**src/rtl/cpu_writeback.sv**
```systemverilog
// cpu_writeback: writeback stage feeding the single register-file write port.
//
// Two sources compete for the write port: ALU results and load responses.
// Loads win by default. An ALU result that has lost ALU_STARVE_MAX cycles
// in a row is forced through on the next cycle. Load data is aligned and
// then sign- or zero-extended. One write is registered per cycle. Every
// accepted transfer is counted in wb_instret.
//
// Optional feature macro: CPU_WB_BYPASS_EN
//   When defined, the in-flight write is forwarded to the operand reads.
//   When undefined, the regfile read data passes straight through.
//
// Ports
//   clk, reset                   rising-edge clock, asynchronous active-low reset
//   alu_valid/ready/rd/data      ALU result handshake
//   ld_valid/ready/rd/data       load response handshake
//   ld_funct3, ld_byte_off       load type and byte offset of the datum
//   rd_addr/rd_data/rd_write_en  regfile write port
//   wb_instret                   64-bit count of accepted writebacks
//   byp_rs1/2_addr               operand read addresses
//   rf_rs1/2_data                regfile read data
//   byp_rs1/2_data               forwarded operand data
module cpu_writeback #(
  parameter int XLEN           = 32,
  parameter int ALU_STARVE_MAX = 4
) (
  input  logic                          clk,
  input  logic                          reset,
  input  logic                          alu_valid,
  output logic                          alu_ready,
  input  logic [4:0]                    alu_rd,
  input  logic [XLEN-1:0]               alu_data,
  input  logic                          ld_valid,
  output logic                          ld_ready,
  input  logic [4:0]                    ld_rd,
  input  logic [XLEN-1:0]               ld_data,
  input  logic [2:0]                    ld_funct3,
  input  logic [$clog2(XLEN/8)-1:0]     ld_byte_off,
  output logic [4:0]                    rd_addr,
  output logic [XLEN-1:0]               rd_data,
  output logic                          rd_write_en,
  output logic [63:0]                   wb_instret,
  input  logic [4:0]                    byp_rs1_addr,
  input  logic [4:0]                    byp_rs2_addr,
  input  logic [XLEN-1:0]               rf_rs1_data,
  input  logic [XLEN-1:0]               rf_rs2_data,
  output logic [XLEN-1:0]               byp_rs1_data,
  output logic [XLEN-1:0]               byp_rs2_data
);

  localparam int OFF_W = $clog2(XLEN/8);
  localparam int SC_W  = $clog2(ALU_STARVE_MAX + 1);
  localparam logic [SC_W-1:0] STARVE_MAX = SC_W'(ALU_STARVE_MAX);

  // Shift the datum down to bit 0, then extend it according to funct3.
  // Illegal encodings return 0; the write still retires.
  function automatic logic [XLEN-1:0] fmt_load(
    input logic [XLEN-1:0]  raw,
    input logic [OFF_W-1:0] off,
    input logic [2:0]       f3
  );
    logic [XLEN-1:0]    sh;
    logic signed [7:0]  b_s;
    logic signed [15:0] h_s;
    logic signed [31:0] w_s;
    logic [7:0]         b_u;
    logic [15:0]        h_u;
    logic [31:0]        w_u;
    sh  = raw >> {off, 3'b000};
    b_u = sh[7:0];
    h_u = sh[15:0];
    w_u = sh[31:0];
    b_s = b_u;
    h_s = h_u;
    w_s = w_u;
    case (f3)
      3'b000:  fmt_load = XLEN'(b_s);
      3'b001:  fmt_load = XLEN'(h_s);
      3'b010:  fmt_load = XLEN'(w_s);
      3'b011:  fmt_load = (XLEN == 64) ? sh : '0;
      3'b100:  fmt_load = XLEN'(b_u);
      3'b101:  fmt_load = XLEN'(h_u);
      3'b110:  fmt_load = (XLEN == 64) ? XLEN'(w_u) : '0;
      default: fmt_load = '0;
    endcase
  endfunction

  logic [SC_W-1:0] starve_cnt;
  logic            starve_force;
  logic            xfer_p0;
  logic [4:0]      rd_p0;
  logic [XLEN-1:0] data_p0;
  logic            vld_p1;
  logic [4:0]      rd_p1;
  logic [XLEN-1:0] data_p1;
  logic [63:0]     instret;

  // ---- Stage p0: arbitration and load formatting ----
  // The ready outputs are held at 0 while reset is asserted.
  always_comb begin
    starve_force = alu_valid && (starve_cnt == STARVE_MAX);
    ld_ready     = reset && ld_valid && !starve_force;
    alu_ready    = reset && alu_valid && !ld_ready;
    xfer_p0      = ld_ready || alu_ready;
    rd_p0        = ld_ready ? ld_rd : alu_rd;
    data_p0      = ld_ready ? fmt_load(ld_data, ld_byte_off, ld_funct3) : alu_data;
  end

  always_ff @(posedge clk or negedge reset) begin
    if (!reset) begin
      starve_cnt <= '0;
    end else if (!alu_valid || alu_ready) begin
      starve_cnt <= '0;
    end else if (starve_cnt != STARVE_MAX) begin
      starve_cnt <= starve_cnt + 1'b1;
    end
  end

  // ---- Stage p1: registered write presented to the regfile ----
  always_ff @(posedge clk or negedge reset) begin
    if (!reset) begin
      vld_p1  <= 1'b0;
      rd_p1   <= '0;
      data_p1 <= '0;
      instret <= '0;
    end else begin
      vld_p1 <= xfer_p0;
      if (xfer_p0) begin
        rd_p1   <= rd_p0;
        data_p1 <= data_p0;
        instret <= instret + 64'd1;
      end
    end
  end

  assign rd_addr     = rd_p1;
  assign rd_data     = data_p1;
  assign rd_write_en = vld_p1 && (rd_p1 != 5'd0);
  assign wb_instret  = instret;

`ifdef CPU_WB_BYPASS_EN
  // The regfile returns the old value during the cycle it is written,
  // so the pending write is forwarded to any matching operand read.
  assign byp_rs1_data = (rd_write_en && (byp_rs1_addr == rd_p1)) ? data_p1 : rf_rs1_data;
  assign byp_rs2_data = (rd_write_en && (byp_rs2_addr == rd_p1)) ? data_p1 : rf_rs2_data;
`else
  logic unused_byp;
  assign unused_byp   = ^{byp_rs1_addr, byp_rs2_addr};
  assign byp_rs1_data = rf_rs1_data;
  assign byp_rs2_data = rf_rs2_data;
`endif

endmodule

```
**config.mk**
```make
export PLATFORM = sky130hd
export DESIGN_NAME = cpu_writeback
export DESIGN_NICKNAME = d
export VERILOG_FILES = /design/src/rtl/cpu_writeback.sv
export SDC_FILE = /design/constraint.sdc
export NUM_CORES = 1
export LEC_CHECK = 0
export ABC_AREA = 0
export CAP_MARGIN = 20
export CELL_PAD_IN_SITES_DETAIL_PLACEMENT = 1
export CELL_PAD_IN_SITES_GLOBAL_PLACEMENT = 2
export CORE_ASPECT_RATIO = 0.5
export CORE_MARGIN = 4
export CORE_UTILIZATION = 30
export CTS_CLUSTER_SIZE = 16
export DETAILED_ROUTE_END_ITERATION = 10
export DONT_BUFFER_PORTS = 1
export PLACE_DENSITY = 0.8
export RECOVER_POWER = 25
export SLEW_MARGIN = 20
export SYNTH_ARGS = -nofsm -noshare
export SYNTH_HDL_FRONTEND = slang
export SYNTH_SLANG_ARGS = --single-unit
export TNS_END_PERCENT = 20
```
**constraint.sdc**
```tcl
create_clock -name clk -period 5.4 [get_ports clk]
set_input_delay 0.81 -clock clk [delete_from_list [all_inputs] [get_ports clk]]
set_output_delay 0.81 -clock clk [all_outputs]
set_load 0.05 [all_outputs]
```
==> results by group <==
Detailed routing
  • Initial DRC count: 333
  • Vias: 4,374
  • First-pass DRT Iterations: 4
  • Routed wire length: 19.09 mm
  • WL/cell: 23.34 µm
  • DR vias/cell: 5.347
  • DRC: 0
  • Antenna violation net count after detailed routing: 0

Synth
  • Async SR Flop Fraction: 100.0%
  • Sequential element share of the synthesized area: 44.43%
  • Multiplexer share of the synthesized area: 4.950%
  • Yosys cell types: 44
  • Largest family of logic cells by synthesized area: simple AND/OR/NAND/NOR gates
  • Post-Syn Instances: 629
  • Adder-cell share of the synthesized area: less than 1%
  • Yosys warning total: 0
  • Yosys reg bits: 105
  • Synthesized area per cell: 9.403 µm²
  • Synth Flop Type: dfrtp_1
  • Post-Synth XOR/XNOR Area: 9.477%
  • Synth Area in Compound Gates: 11.30%
  • Syn Std Cell Area: a little under 6000 µm²
  • Simple-Gate Fraction of Synth Area: 17.83%
  • Syn_nets: 789
  • EDFF count, synth: 0

Finish
  • Number of diodes: 0
  • Share of cells above drive strength 1: under 10%
  • Multi-input gate area: 2625 µm²
  • NumNets Final: 714
  • Register area: 2628 µm²
  • Commonest non-fill, non-tap cells in the layout: dfrtp_1 (105), nand2_1 (59), a21oi_1 (42)
  • Commonest non-fill, non-tap cell in the layout: dfrtp_1
  • Fillers: 2,179
  • Non-Filler Instances: 818
  • Area growth, synth to finish: 0.9520%

STA
  • Worst clock skew: 0.008912 ns
  • Slew Limit Fails: 0
  • Setup repair after global routing missed its margin: no
  • Min cycle time layout: 3.059 ns
  • Setup violations, final: 0
  • Post-route setup TNS: 0 ns
  • Post-route setup slack: 2.341 ns
  • Fin crit share: 56.66%
  • Count of final hold-check violations: 0
  • Worst slew pin tran: 0.9743 ns
  • Rel. slew slack: 34.49%
  • Fmax: 326.9 MHz

Critical path
  • CP Max Fanout: 28
  • Crit path DAT: 2.25 ns
  • Worst EP required: 4.59 ns
  • Crit Path Class: flop to output pin
  • CP Launch Type: flop
  • Crit path capture type: output pin

Clocking
  • TritonCTS Sinks: 105
  • Hold-fix buffers at CTS: 0
  • TritonCTS clock tree: built
  • Clk buf depth: 2
  • H-Tree Depth: 3
  • Post-CTS Resized: 0
  • Clock Tree Root: clkbuf_16
  • Total CTS buffers: 9
  • Clock slew at reported path FFs: roughly 0.08 ns
  • Post-CTS setup buffer count: 0
  • Clk Latency, worst-skew pair: around 0.35 ns

Power
  • Leakage: 2.557 nW
  • Cell area power density: around 330 nW/µm²
  • Worst vdd ir: around 0.13 mV

Placement
  • Place WS: 2.340 ns
  • RePlAce Congestion: between 0.7 and 0.8
  • Port bufs: 0
  • Post-DP HPWL: 14.55 mm
  • # placed instances: 802

Floorplanning
  • # rows: 35
  • Core Footprint: between 15,000 and 20,000 µm²
  • Die width: 206.6 µm
  • Initial Utilization: between 30% and 40%
  • Die Height: 107.3 µm
  • Die area: 22,160 µm²
  • I/O pin count: 325

Outcome
  • Status: finished clean

Run
  • Max-cap viol count: 0

Global route
  • Largest net degree at the start of global routing: 112
  • Gr ovfl total: 0
  • Via count of the first global-routing pass: 4,654
  • First-pass GRT wire length: 29.21 mm
  • GRT Total Usage: around 17%
  • Initial antenna violation count: 0

Hold path
  • HP Class: input port to asynchronous set/reset pin
-- registers in the layout (all words and copies together) (netlist names) --
name / cells
rd_addr: 5
starve_cnt: 3
rd_data: 32
vld_p1: 1
wb_instret: 64
-- cells in the mapped netlist, types with 3 or more instances --
master    count  area (µm²)
dfrtp_1     105        2628
buf_4        65       488.0
nand2_1      59       221.5
a21oi_1      42       210.2
nor2_1       39       146.4
xnor2_1      36       315.3
nand3_1      33       165.2
o21ai_0      33       165.2
xor2_1       28       245.2
inv_1        21       78.83
nor3_1       20       100.1
mux2i_1      18       180.2
nand4_1      18       112.6
o22ai_1      17       106.4
clkbuf_1     16       60.06
mux2_2       10       112.6
nor4_1        8       50.05
a32oi_1       7       61.31
buf_2         7       35.03
and3_1        6       37.54
a222oi_1      5       50.05
and2_1        4       25.02
ha_1          3       37.54
nand2b_1      3       18.77
or2_2         3       18.77
-- logic make-up after synthesis --
kind of cell    Yosys count
fa+ha+maj                 3
flops                   105
buf+inv                 112
simple gates            205
xor+xnor                 64
compound gates          112
mux                      28
-- metrics by stage --
step                hold WS, ns  cell area (µm²)  util, %  power (mW)
floorplan                0.5144             5914        -       1.427
global placement         0.5178             5689    30.14       1.351
detailed placement       0.5185             5689    30.14       1.360
CTS                      0.1318             5971    31.63       2.013
global route             0.1244             5971    31.63       2.086
finish                   0.1552             5971    31.63       1.977
-- metal layers --
layer | part of all wire [%] | GRT usage (%) | vias up
li1 | - | - | 1977
met1 | 41 | 20.82 | 2209
met2 | 48 | 27.95 | 175
met3 | 10 | 8.519 | 13
met4 | 0.70 | 2.751 | 0
met5 | 0 | 0 | -
-- power by group --
group	total (mW)	switching, mW	internal [mW]
Sequential	1.16	0.312	0.846
Combinational	0.182	0.105	0.0763
Clock	0.638	0.308	0.330
Total	1.98	0.725	1.25
-- area by class of cell --
class	instances	share of cell area [%]
Clock buffer	11	4.065
Clock inverter	5	0.6496
Inverter	22	1.383
Multi-Input combinational cell	412	43.96
Sequential cell	105	44.01
Tap cell	259	5.427
Timing Repair Buffer	4	0.5029
-- critical path, stage by stage (launching register included) --
cell	delay (ns)
dfrtp_1	0.43
inv_1	0.08
ha_1	0.20
nand3_1	0.09
nand3_1	0.08
buf_4	0.32
and3_1	0.69
-- path summary, 6_finish.rpt --
check	depth (start not counted)	slack, ns	end	from
min reg2reg	3	0.65	starve_cnt[2]$_DFFE_PN0P_	starve_cnt[2]$_DFFE_PN0P_
max	6	2.34	alu_ready	starve_cnt[0]$_DFFE_PN0P_
min	0	0.16	rd_data[19]$_DFFE_PN0P_	reset
max in group asynchronous	0	5.06	wb_instret[44]$_DFFE_PN0P_	reset
max reg2reg	9	2.37	rd_data[15]$_DFFE_PN0P_	starve_cnt[0]$_DFFE_PN0P_
min in group clk	1	0.59	starve_cnt[0]$_DFFE_PN0P_	alu_valid
Power figures use the tool's default switching activity.
